===== src/rtl/cmp_pkg.sv =====
// Shared verdict type and signed compare helper for cmp_result_tracker and its bench.
package cmp_pkg;

    localparam int unsigned CMP_MAX_W = 64;

    typedef enum logic [1:0] {CMP_NONE, CMP_LT, CMP_GT, CMP_EQ} cmp_t;

    // Operands are sign-extended to CMP_MAX_W by the caller.
    function automatic cmp_t cmp_decode(input logic signed [CMP_MAX_W-1:0] a,
                                        input logic signed [CMP_MAX_W-1:0] b);
        if (a < b)      return CMP_LT;
        else if (b < a) return CMP_GT;
        return CMP_EQ;
    endfunction

endpackage


===== src/rtl/sat_counter.sv =====
// Saturating event counter with synchronous clear that wins over increment.
module sat_counter #(
    parameter int unsigned CNT_W = 16
) (
    input  logic             clk,
    input  logic             rst_n,
    input  logic             inc,
    input  logic             clr,
    output logic [CNT_W-1:0] cnt
);

    always_ff @(posedge clk or negedge rst_n) begin
        if (!rst_n)
            cnt <= '0;
        else if (clr)
            cnt <= '0;
        else if (inc && (cnt != {CNT_W{1'b1}}))
            cnt <= cnt + CNT_W'(1);
    end

endmodule


===== src/rtl/cmp_result_tracker.sv =====
// Two-stage signed comparator with valid/ready handshake and saturating outcome counters.
// Optional EQUAL_FLAG_EN: equal pairs emit an eq beat instead of being dropped at S1.
module cmp_result_tracker
    import cmp_pkg::*;
#(
    parameter int unsigned WIDTH = 32,
    parameter int unsigned CNT_W = 16
) (
    input  logic                    clk,
    input  logic                    rst_n,
    input  logic                    in_valid,
    output logic                    in_ready,
    input  logic signed [WIDTH-1:0] a,
    input  logic signed [WIDTH-1:0] b,
    output logic                    out_valid,
    input  logic                    out_ready,
    output logic                    lt,
    output logic                    gt,
    output logic                    eq,
    input  logic                    clr,
    output logic [CNT_W-1:0]        cnt_lt,
    output logic [CNT_W-1:0]        cnt_gt,
    output logic [CNT_W-1:0]        cnt_eq
);

    logic                    s1_valid;
    logic signed [WIDTH-1:0] s1_a;
    logic signed [WIDTH-1:0] s1_b;
    cmp_t                    s1_cmp;
    logic                    s1_is_drop;
    logic                    s1_advance;
    logic                    s2_load;
    logic                    inc_lt;
    logic                    inc_gt;
    logic                    inc_eq;

    always_comb begin
        s1_cmp = cmp_decode(CMP_MAX_W'(s1_a), CMP_MAX_W'(s1_b));
    end

`ifdef EQUAL_FLAG_EN
    assign s1_is_drop = 1'b0;
`else
    // Equal pairs never occupy S2, so they can retire even under back-pressure.
    assign s1_is_drop = s1_valid && (s1_cmp == CMP_EQ);
`endif

    assign s1_advance = s1_valid && (!out_valid || out_ready || s1_is_drop);
    assign in_ready   = !s1_valid || s1_advance;
    assign s2_load    = s1_advance && !s1_is_drop;

    // Stage 1: operand capture
    always_ff @(posedge clk or negedge rst_n) begin
        if (!rst_n) begin
            s1_valid <= 1'b0;
            s1_a     <= '0;
            s1_b     <= '0;
        end else if (in_valid && in_ready) begin
            s1_valid <= 1'b1;
            s1_a     <= a;
            s1_b     <= b;
        end else if (s1_advance) begin
            s1_valid <= 1'b0;
        end
    end

    // Stage 2: verdict register, held until the downstream handshake
    always_ff @(posedge clk or negedge rst_n) begin
        if (!rst_n) begin
            out_valid <= 1'b0;
            lt        <= 1'b0;
            gt        <= 1'b0;
        end else if (s2_load) begin
            out_valid <= 1'b1;
            lt        <= (s1_cmp == CMP_LT);
            gt        <= (s1_cmp == CMP_GT);
        end else if (out_ready) begin
            out_valid <= 1'b0;
            lt        <= 1'b0;
            gt        <= 1'b0;
        end
    end

`ifdef EQUAL_FLAG_EN
    always_ff @(posedge clk or negedge rst_n) begin
        if (!rst_n)
            eq <= 1'b0;
        else if (s2_load)
            eq <= (s1_cmp == CMP_EQ);
        else if (out_ready)
            eq <= 1'b0;
    end
    assign inc_eq = out_valid && out_ready && eq;
`else
    assign eq     = 1'b0;
    assign inc_eq = s1_advance && s1_is_drop;
`endif

    assign inc_lt = out_valid && out_ready && lt;
    assign inc_gt = out_valid && out_ready && gt;

    sat_counter #(.CNT_W(CNT_W)) u_cnt_lt (
        .clk   (clk),
        .rst_n (rst_n),
        .inc   (inc_lt),
        .clr   (clr),
        .cnt   (cnt_lt)
    );

    sat_counter #(.CNT_W(CNT_W)) u_cnt_gt (
        .clk   (clk),
        .rst_n (rst_n),
        .inc   (inc_gt),
        .clr   (clr),
        .cnt   (cnt_gt)
    );

    sat_counter #(.CNT_W(CNT_W)) u_cnt_eq (
        .clk   (clk),
        .rst_n (rst_n),
        .inc   (inc_eq),
        .clr   (clr),
        .cnt   (cnt_eq)
    );

endmodule


===== config.mk =====
export PLATFORM = sky130hd
export DESIGN_NAME = cmp_result_tracker
export DESIGN_NICKNAME = d
export VERILOG_FILES = /design/src/rtl/cmp_pkg.sv /design/src/rtl/sat_counter.sv /design/src/rtl/cmp_result_tracker.sv
export SDC_FILE = /design/constraint.sdc
export NUM_CORES = 1
export LEC_CHECK = 0
export ABC_AREA = 1
export CAP_MARGIN = 10
export CORE_MARGIN = 3
export CORE_UTILIZATION = 48
export CTS_CLUSTER_SIZE = 8
export DETAILED_ROUTE_END_ITERATION = 16
export HOLD_SLACK_MARGIN = 0.15
export PLACE_DENSITY_LB_ADDON = 0.12
export SYNTH_ARGS = -nofsm -noshare
export SYNTH_HDL_FRONTEND = slang
export SYNTH_SLANG_ARGS = --single-unit

===== constraint.sdc =====
create_clock -name clk -period 2.2 [get_ports clk]
set_clock_uncertainty 0.1 [all_clocks]
set_input_delay 0.22 -clock clk [delete_from_list [all_inputs] [get_ports clk]]
set_output_delay 0.22 -clock clk [all_outputs]
set_load 0.01 [all_outputs]

# Yosys cells after proc, flatten, opt, wreduce, memory -nomap -nowiden
# Index checks and enable logic that the tools add are counted.
word_totals:
  ff_bits: 116
  latchBits: 0
  mem_bits_rw: 0
  rom_bits: 0
  inputBits: 69
  out_inout_bits: 53
  elab_cells: 59
  memories: 0
op_classes:
  add_sub_neg: 3
  multipliers: 0
  div_mod_pow: 0
  order_cmp: 2
  eq_ne: 6
  shifts: 0
  n_mux: 17
  bitwise_logic: 0
  n_reduce_logical: 22
op_table:
  columns: ["operator", "n"]
  rows:
  - ["$mux 16", 6]
  - ["$lt 32x32->1", 2]
  - ["$add 16x1->16 const B", 3]
  - ["$ne 16x16->1 const B", 3]
  - ["$logic_and 1x1->1", 11]
  - ["$reduce_bool 2->1", 5]
  - ["$mux 1", 8]
  - ["$mux 2", 3]
  - ["$eq 2x2->1 const B", 2]
  - ["$logic_not 1->1", 3]
  - ["$logic_or 1x1->1", 3]
  - ["$eq 2x1->1 const B", 1]

# Longest topological paths before layout
# Gate-level depths: netlist of the first run.
depth:
  depth_word: 12
  ltp_mapped: 21
  depth_no_buf: 20

# Cells and area by module
# A second synthesis of the first run with hierarchy kept.
hier_totals:
  hier_cells: 881
  area_unflattened_um2: 6766.5
by_module_without_submodules:
  columns: ["mod", "instances", "cells_per_inst", "area_per_inst_um2", "seq_area_each_um2"]
  rows:
  - ["cmp_result_tracker", 1, 449, 3654.8, 1701.6]
  - ["sat_counter", 3, 144, 1037.2, 400.4]

# Worst setup path before layout of the first run
# No wires, ideal clock.
synth_timing:
  path_kind: "register -> register"
  from: "reg s1_b[31]"
  to: "reg s1_a[0]"
  setup_ns: 0.117
  arrival_ns: 1.826
  required_ns: 1.983
  path_slack_ns: 0.157
  path_stages_with_launch: 15
  path_buffers: 2
  synth_period_minus_slack_ns: 2.043
  cell_sequence: "dfrtp_1 > ha_1 > nand2_1 > nor2_2 > nand4_2 > nor2_1 > nand2_1 > nor2_1 > nand3_2 > nand3_4 > nand2_2 > buf_6 > buf_6 > nand2_1 > nand2_1"
synth_via:
  elab_chain_cells: 10
  word_cells_on_any_way: 12
  cone_classes: "2 x order compare; 1 x eq/ne; 4 x mux; 5 x reduce/logical"
synth_lines:
  columns: ["element", "line_no", "text"]
  rows:
  - ["start: declaration", "cmp_result_tracker.sv:28", "logic signed [WIDTH-1:0] s1_b;"]
  - ["start signal: assignment", "cmp_result_tracker.sv:57", "s1_b <= '0;"]
  - ["start signal: assignment", "cmp_result_tracker.sv:61", "s1_b <= b;"]
  - ["$lt 32x32->1", "cmp_pkg.sv:12", "else if (b < a) return CMP_GT;"]
  - ["$mux 1", "cmp_pkg.sv:12", null]
  - ["$mux 1", "cmp_pkg.sv:11", "if (a < b) return CMP_LT;"]
  - ["$mux 2 (*)", "cmp_pkg.sv:13", "return CMP_EQ;"]
  - ["$eq 2x2->1 (*)", "cmp_result_tracker.sv:45", "assign s1_is_drop = s1_valid && (s1_cmp == CMP_EQ);"]
  - ["$logic_and 1x1->1 (*)", "cmp_result_tracker.sv:45", null]
  - ["$logic_or 1x1->1 (*)", "cmp_result_tracker.sv:48", "assign s1_advance = s1_valid && (!out_valid || out_ready || s1_is_drop);"]
  - ["$logic_and 1x1->1 (*)", "cmp_result_tracker.sv:48", null]
  - ["$logic_or 1x1->1 (*)", "cmp_result_tracker.sv:49", "assign in_ready = !s1_valid || s1_advance;"]
  - ["$logic_and 1x1->1 (*)", "cmp_result_tracker.sv:58", "end else if (in_valid && in_ready) begin"]
  - ["end signal: assignment", "cmp_result_tracker.sv:56", "s1_a <= '0;"]
  - ["end signal: assignment", "cmp_result_tracker.sv:60", "s1_a <= a;"]
  - ["end: declaration", "cmp_result_tracker.sv:27", "logic signed [WIDTH-1:0] s1_a;"]
# Mark *: on every way between the ends. The rest lies on a longest branch, timed or not.
# A chain may end at the register's enable or synchronous reset.

# Worst setup path in the final report of the first run
layout_timing:
  from: "reg s1_a[29]"
  to: "out in_ready"
layout_via:
  elab_chain_cells: 9
  word_cells_on_any_way: 11
  cone_classes: "2 x order compare; 1 x eq/ne; 4 x mux; 4 x reduce/logical"
layout_lines:
  columns: ["element", "line_no", "text"]
  rows:
  - ["$lt 32x32->1", "cmp_pkg.sv:12", null]
  - ["$mux 1", "cmp_pkg.sv:12", null]
  - ["$mux 1", "cmp_pkg.sv:11", null]
  - ["$mux 2 (*)", "cmp_pkg.sv:13", null]
  - ["$eq 2x2->1 (*)", "cmp_result_tracker.sv:45", null]
  - ["$logic_and 1x1->1 (*)", "cmp_result_tracker.sv:45", null]
  - ["$logic_or 1x1->1 (*)", "cmp_result_tracker.sv:48", null]
  - ["$logic_and 1x1->1 (*)", "cmp_result_tracker.sv:48", null]
  - ["$logic_or 1x1->1 (*)", "cmp_result_tracker.sv:49", null]
  - ["end: declaration", "cmp_result_tracker.sv:12", "output logic in_ready,"]
# Marked as above.

==> PnR_summary.wiki, run 1 <==
{| class="wikitable"
! Metric !! Value
|-
| Area delta synth->final || 43.0%
|-
| Worst Path Arrival || between 2 and 2.5 ns
|-
| Setup repair after global routing missed its margin || yes
|-
| Yosys Warn Count || 0
|-
| Minimum clock period after layout || 2.50 ns
|-
| Count of endpoints failing hold in the final timing report || 0
|-
| Inserted Clock Buffers || 17
|-
| DIE AREA || ~0.015 mm2
|-
| Multi-input logic area || around 0.0034 mm2
|-
| Number of max-cap violations || 0
|-
| Pleak || approximately 4.3 nW
|-
| Sum of net half-perimeters after detailed placement || 11.2 mm
|-
| Cells after Synth || 836
|-
| Routed WL || 16.6 mm
|-
| Cell type of the slowest stage on the worst timing path || sky130_fd_sc_hd__dfrtp_1
|-
| Average footprint of a synthesized cell || around 7.7 um2
|-
| Share of synthesized registers carrying an async set or reset || 100%
|-
| Total global routing overflow || 0
|-
| Number of cells on the critical path || 12
|-
| Most frequently used flop master after synthesis || sky130_fd_sc_hd__dfrtp_1
|-
| CTS max path bufs || 2
|-
| CTS root buf || sky130_fd_sc_hd__clkbuf_16
|-
| Clock latency at the later pin of the worst-skew pair || 0.41 ns
|-
| Area contributors post-synth || sky130_fd_sc_hd__dfrtp_1, sky130_fd_sc_hd__nand2_1, sky130_fd_sc_hd__nand3_1
|-
| Total of flip-flops plus latches after synthesis || ~120
|-
| Cell depth of the worst hold path || 3
|-
| Library cell appearing most often on the critical path || sky130_fd_sc_hd__nand2_2
|-
| Class of the worst hold path || primary input to flip-flop
|-
| Count of buffers inserted at the top-level ports || 120
|-
| Clock-pin slew reported for the worst setup and hold paths after clock tree synthesis || 0.05 ns
|-
| Maximum level of the CTS H-tree || 4
|-
| Maximum frequency from static timing analysis || between 400 and 500 MHz
|-
| Iteration count of the initial detailed-routing pass || 5
|-
| Remaining antenna violation count || 0
|-
| Gpl congestion || 0.898
|-
| Share of the yosys chip area belonging to registers || a little under half
|-
| Crit path required time || ~1.9 ns
|-
| Layout cell share with drive strength beyond 1 || ~17%
|-
| Slew Limit Fails || 0
|-
| Synthesized net count || 940
|-
| Critical path class || flip-flop to primary output
|-
| Sum of buffers and inverters on the critical path || 2
|-
| Std cell rows || 41
|-
| Final setup violation count || 82
|-
| First-pass GRT wire length || 26.0 mm
|-
| Number of top-level pins || 122
|-
| Power density of the placed cells || 715 mW/mm2
|-
| Cell Chain, Critical Path || inv_2 > ha_4 > nand2_4 > nor2_4 > nand4_4 > nor2_4 > nand2_2 > nand2_2 > nand2_2 > nand3_4 > nand3_4 > buf_6
|-
| Storage cell area || 0.00290 mm2
|-
| Unique masters post-synth || 32
|-
| Fin crit share || 114%
|-
| Post-detailed-route wirelength per cell || about 14 um
|-
| Type of destination of the critical path || primary output
|-
| Layout net count || 1107
|-
| Core Region || 0.0128 mm2
|-
| Die outline height || ~120 um
|-
| Yosys top cell area share || roughly 45%
|-
| Number of global-route vias before repair || 5570
|-
| Number of antenna violations at the first check in global routing || 0
|-
| WHS || 0.192 ns
|-
| TritonCTS clock tree || done
|-
| Max VDD drop || about 0.00055 V
|-
| Critical path's largest stage delay || 0.38 ns
|-
| Initial Util || 50.0%
|-
| Most repeated cell in the gate-level netlist after synthesis || sky130_fd_sc_hd__nand2_1
|-
| Most common library cells after synthesis || sky130_fd_sc_hd__nand2_1, sky130_fd_sc_hd__dfrtp_1, sky130_fd_sc_hd__nand3_1, sky130_fd_sc_hd__inv_1, sky130_fd_sc_hd__nor2_1
|-
| Maximum number of pins on one net before global-route repair || between 50 and 60
|-
| Share of the core filled with cells || between 70% and 80%
|-
| Via count || 6008
|-
| Number of diodes added for antenna fixing || 0
|-
| Cell Area, Placed || between 0.008 and 0.009 mm2
|-
| Pre-CTS setup slack || -0.267 ns
|-
| Top cell type by total area after synthesis || sky130_fd_sc_hd__dfrtp_1
|-
| Kind of launch point of the worst setup path || flip-flop
|-
| Remaining DRCs || 0
|-
| Number of clock sinks || 116
|-
| Violated checks || negative setup slack
|-
| Die span in x || 122 um
|-
| Run status || complete, but fails checks
|-
| Length in cells of the worst reg-to-reg path || 16
|-
| Final setup margin || -0.299 ns
|-
| Final standard cell area without fillers || 0.00917 mm2
|-
| Critical-path maximum fanout || 3
|-
| Number of flops mapped to enable cells by yosys || 0
|-
| Number of DRC markers after the initial detailed-route iteration || 437
|-
| Cell Area, Synth || 0.00641 mm2
|-
| Cell type group with the largest total delay on the critical path || simple AND/OR/NAND/NOR gates
|-
| Filler cell count in the final layout || 1025
|-
| Total routing resource utilization after global routing || between 20 and 25%
|-
| Routed vias/inst || 5.07
|}
-- cell families after synthesis --
group | count (synthesis) | share of synthesized area (%)
other cells | 1 | 0.0585
simple gates | 490 | 32.7
fa+ha+maj | 35 | 6.83
compound gates | 60 | 5.01
buf+inv | 122 | 8.47
flops | 116 | 45.3
xor+xnor | 12 | 1.64
-- final timing paths --
path	startpoint	to	slack [ns]
hold reg to reg	s1_a[2]	s1_a[2]	0.37
min in group asynchronous	rst_n	u_cnt_eq.cnt[10]	0.22
setup / recovery	s1_a[29]	in_ready	-0.30
setup reg to reg	s1_a[27]	s1_b[10]	-0.26
hold / removal	in_valid	s1_b[3]	0.19
max in group asynchronous	rst_n	u_cnt_eq.cnt[9]	1.01
-- registers in the layout (all words and copies together) (netlist names), 16 cells and up --
register	cells
u_cnt_eq.cnt	16
u_cnt_gt.cnt	16
s1_b	32
u_cnt_lt.cnt	16
s1_a	32
-- worst min-delay path, cell delays in order --
cell,delay [ns]
sky130_fd_sc_hd__buf_2,0.25
sky130_fd_sc_hd__nand3_1,0.14
sky130_fd_sc_hd__nand2_1,0.05
-- where the power goes --
group	switching (mW)	internal (mW)
combinational	0.816	0.735
sequential	0.161	2.35
clock	0.908	1.59
-- layout by cell type (no fill, tap or decap), types with 3 or more instances in the layout --
master | Yosys | final
sky130_fd_sc_hd__clkbuf_1 | 15 | 6
sky130_fd_sc_hd__ha_4 | 0 | 10
sky130_fd_sc_hd__a21oi_2 | 0 | 4
sky130_fd_sc_hd__nor2_4 | 0 | 4
sky130_fd_sc_hd__nand4_1 | 11 | 11
sky130_fd_sc_hd__xor2_1 | 10 | 10
sky130_fd_sc_hd__nor2_1 | 69 | 59
sky130_fd_sc_hd__inv_1 | 88 | 81
sky130_fd_sc_hd__nand3_2 | 1 | 17
sky130_fd_sc_hd__clkdlybuf4s50_1 | 0 | 117
sky130_fd_sc_hd__clkbuf_16 | 0 | 18
sky130_fd_sc_hd__nand3_4 | 2 | 4
sky130_fd_sc_hd__nor2_2 | 2 | 8
sky130_fd_sc_hd__o21ai_0 | 20 | 19
sky130_fd_sc_hd__buf_4 | 5 | 45
sky130_fd_sc_hd__clkinv_2 | 0 | 3
sky130_fd_sc_hd__nand2_2 | 2 | 19
sky130_fd_sc_hd__ha_1 | 35 | 25
sky130_fd_sc_hd__nand2_4 | 0 | 3
sky130_fd_sc_hd__nor3_1 | 17 | 16
sky130_fd_sc_hd__buf_6 | 8 | 5
sky130_fd_sc_hd__dfrtp_1 | 116 | 116
sky130_fd_sc_hd__nand2_1 | 271 | 250
sky130_fd_sc_hd__inv_2 | 1 | 8
sky130_fd_sc_hd__a21oi_1 | 32 | 27
sky130_fd_sc_hd__nand3_1 | 108 | 90
sky130_fd_sc_hd__buf_12 | 0 | 8
-- layer usage --
| metal | part of all wire (%) | wire length (um) | global-route usage, % |
|---|---|---|---|
| met2 | 50 | 8340 | 36.9 |
| met1 | 43 | 7200 | 28.7 |
| met5 | 0 | 0 | 0 |
| met3 | 4.8 | 792 | 4.74 |
| met4 | 1.9 | 311 | 7.70 |
-- layout make-up --
cell class              instances  share of cell area (%)
clock buffers                  25                    5.18
multi-input cells             598                    36.7
clock inverters                 5                   0.573
inverters                      89                    3.64
well taps                     172                    2.35
flip-flops and latches        116                    31.7
repair buffers                181                    19.9
-- stage by stage --
step | instances | power, mW | setup TNS [ns]
finish | 1186 | 6.56 | -16.25
global route | 1186 | 6.89 | -29.33
CTS | 1174 | 6.33 | -14.08
detailed placement | 1139 | 3.76 | -14.25
global placement | 1139 | 3.73 | -9.96
floorplan | 836 | 3.21 | 0
-- what timing repair did --
item,in CTS,in global routing
pin swaps,7,26
gates cloned,1,2
setup endpoints to repair,82,88
hold endpoints to repair,85,0
hold buffers,1,0
gates resized for setup,18,86
setup buffers,3,11
No activity file was read; power rests on OpenSTA's default activity.
==> inputs of run 2 (changes only) <==
CAP_MARGIN = not set   (was 10)
==> results of run 2 <==
Same layout as run 1: the final DEF is identical, and so are final timing and power.
==> inputs of run 3 (changes only) <==
CORE_UTILIZATION = 35   (was 48)
SLEW_MARGIN = 15   (was not set)
==> run 3 against run 2 <==
Net effect:
- the run still ends with negative setup slack left
- sequential share of layout area is 0.57 points lower
- sequential power about the same
- critical path depth decreased by 2
- via count down 2.2%
- design area grew 1.8%
- count of clock-buffer cells in the layout is 2 higher
- critical path type unchanged
- fmax rose by 2.3%
- clock power grew 8.0%
==> PnR_summary.wiki, run 3 (same netlist as run 1, synthesis figures left out) <==
{| class="wikitable"
! Metric !! Value
|-
| Power, Total || 6.69 mW (was 6.56 mW)
|-
| Clock latency at the later pin of the worst-skew pair || 0.41 ns (about the same)
|-
| Number of top-level pins || 122 (unchanged)
|-
| Number of global-route vias before repair || 5534 (was 5570)
|-
| Power density of the placed cells || 717 mW/mm2 (was 715 mW/mm2)
|-
| Share of the core filled with cells || 53.1% (was 71.5%)
|-
| Slew headroom || 50.2%
|-
| Most used cells in the layout excluding fill and tap cells || sky130_fd_sc_hd__nand2_1, sky130_fd_sc_hd__clkdlybuf4s50_1, sky130_fd_sc_hd__dfrtp_1 (unchanged)
|-
| Std cell rows || 48 (was 41)
|-
| Remaining DRCs || 0 (unchanged)
|-
| Critical path class || flip-flop to primary output (unchanged)
|-
| Final standard cell area without fillers || 0.00934 mm2 (was 0.00917 mm2)
|-
| Remaining antenna violation count || 0 (unchanged)
|-
| Maximum frequency from static timing analysis || 409 MHz (was 400 MHz)
|-
| Routed vias/inst || 4.71 (was 5.07)
|-
| Sum of net half-perimeters after detailed placement || 11.5 mm (was 11.2 mm)
|-
| Count of buffers inserted at the top-level ports || 120 (unchanged)
|-
| Inserted Clock Buffers || 17 (unchanged)
|-
| Iteration count of the initial detailed-routing pass || 5 (unchanged)
|-
| Number of max-cap violations || 0 (unchanged)
|-
| CTS root buf || sky130_fd_sc_hd__clkbuf_16 (unchanged)
|-
| Slew Limit Fails || 0 (unchanged)
|-
| Number of DRC markers after the initial detailed-route iteration || 253 (was 437)
|-
| Gpl congestion || 0.839 (was 0.898)
|-
| Maximum number of pins on one net before global-route repair || 54 (was 57)
|-
| Count of endpoints failing hold in the final timing report || 0 (unchanged)
|-
| Maximum level of the CTS H-tree || 4 (unchanged)
|-
| Layout cell share with drive strength beyond 1 || 15.9% (was 17.0%)
|-
| Pre-CTS setup slack || -0.297 ns (was -0.267 ns)
|-
| TritonCTS clock tree || done (unchanged)
|-
| Pleak || 4.46 nW (was 4.33 nW)
|-
| Multi-input logic area || 0.00326 mm2 (was 0.00337 mm2)
|-
| Final setup margin || -0.243 ns (was -0.299 ns)
|-
| DIE AREA || 0.0200 mm2 (was 0.0148 mm2)
|-
| Violated checks || negative setup slack (unchanged)
|-
| Regs by FF count || s1_a x32, s1_b x32 (unchanged)
|-
| Most common cell after layout, fill and taps aside || sky130_fd_sc_hd__nand2_1 (unchanged)
|-
| Worst Path Arrival || 2.12 ns (was 2.18 ns)
|-
| Clock-pin slew reported for the worst setup and hold paths after clock tree synthesis || 0.05 ns (about the same)
|-
| Storage cell area || 0.00290 mm2 (unchanged)
|-
| First-pass GRT wire length || 27.0 mm (was 26.0 mm)
|-
| CTS max path bufs || 2 (unchanged)
|-
| Critical-path maximum fanout || 3 (unchanged)
|-
| Via count || 5874 (was 6008)
|-
| Layout net count || 1116 (was 1107)
|-
| Number of clock sinks || 116 (unchanged)
|-
| Filler cell count in the final layout || 1700 (was 1025)
|-
| Die outline height || 141 um (was 122 um)
|-
| Initial Util || 36.4% (was 50.0%)
|-
| Class of the worst hold path || primary input to asynchronous set/reset pin (was primary input to flip-flop)
|-
| Minimum clock period after layout || 2.44 ns (was 2.50 ns)
|-
| Kind of launch point of the worst setup path || flip-flop (unchanged)
|-
| Run status || complete, but fails checks (unchanged)
|-
| Area delta synth->final || 45.6% (was 43.0%)
|-
| Number of diodes added for antenna fixing || 0 (unchanged)
|-
| Post-detailed-route wirelength per cell || 13.7 um (was 14.0 um)
|-
| Max VDD drop || 0.000536 V (was 0.000548 V)
|-
| Die span in x || 141 um (was 122 um)
|-
| Final setup violation count || 85 (was 82)
|-
| Cell Area, Placed || 0.00814 mm2 (was 0.00802 mm2)
|-
| Crit path required time || 1.88 ns (about the same)
|-
| Core Region || 0.0176 mm2 (was 0.0128 mm2)
|-
| Type of destination of the critical path || primary output (unchanged)
|-
| Number of antenna violations at the first check in global routing || 0 (unchanged)
|-
| Routed WL || 17.0 mm (was 16.6 mm)
|-
| Setup repair after global routing missed its margin || yes (unchanged)
|-
| Total routing resource utilization after global routing || 16.6% (was 22.2%)
|-
| Fin crit share || 111% (was 114%)
|-
| Worst Max-Slew Pin Slew || approximately 0.75 ns
|-
| Total global routing overflow || 0 (unchanged)
|}
==> run 3: what timing repair did <==
action,in CTS,in global routing
endpoints found under the setup margin,82,87
hold endpoints to repair,116,0
setup buffers,7,6
hold buffers,1,0
cloned,3,8
resized for setup,26,62
pin swaps,7,25
==> run 3: worst max-delay path, stage by stage (launching register included) <==
cell	delay, ns
sky130_fd_sc_hd__dfrtp_1	0.42
sky130_fd_sc_hd__ha_4	0.30
sky130_fd_sc_hd__nand2_4	0.05
sky130_fd_sc_hd__nor2_4	0.12
sky130_fd_sc_hd__nand4_4	0.14
sky130_fd_sc_hd__nor2_4	0.14
sky130_fd_sc_hd__nand2_1	0.07
sky130_fd_sc_hd__nor2_1	0.13
sky130_fd_sc_hd__nand3_2	0.12
sky130_fd_sc_hd__nand3_4	0.10
sky130_fd_sc_hd__buf_6	0.11
==> run 3: routing by layer <==
layer,vias up,GRT usage [%],part of all wire (%)
met3,15,3.64,3.8
met4,0,4.49,1.1
met5,-,0,0
li1,3047,-,-
met2,114,26.3,47
met1,2698,23.0,48
==> run 3: final timing paths <==
kind                                from               to  slack, ns  depth (start not counted)
worst max register to register  s1_b[29]          s1_b[7]      -0.21                         14
worst max-delay path            s1_b[29]         in_ready      -0.24                         10
min in group clk                    a[1]          s1_a[1]       0.26                          3
worst min-delay path               rst_n  u_cnt_gt.cnt[6]       0.18                          2
max in group asynchronous          rst_n          s1_a[3]       1.20                          3
worst min register to register   s1_a[3]          s1_a[3]       0.36                          2
==> run 3: cell type report <==
class | count | share of cell area (%)
multi-input combinational | 599 | 35.0
sequential | 116 | 31.1
timing repair buffer | 189 | 21.1
clock buffer | 27 | 5.81
inverter | 89 | 3.58
tap | 225 | 3.01
clock inverter | 3 | 0.429
==> run 3: per-stage QoR <==
stage | instances | setup TNS (ns) | hold slack, ns
after floorplan | 836 | 0 | -0.176
after global placement | 1198 | -13.95 | 0.0862
after detailed placement | 1198 | -16.90 | 0.0841
after CTS | 1239 | -18.23 | 0.187
after global routing | 1248 | -26.10 | 0.203
final | 1248 | -12.10 | 0.185
==> run 3: power breakdown <==
group          internal, mW  switching [mW]
clock                  1.78           0.926
sequential             2.34           0.151
combinational         0.722           0.773
total                  4.84            1.85
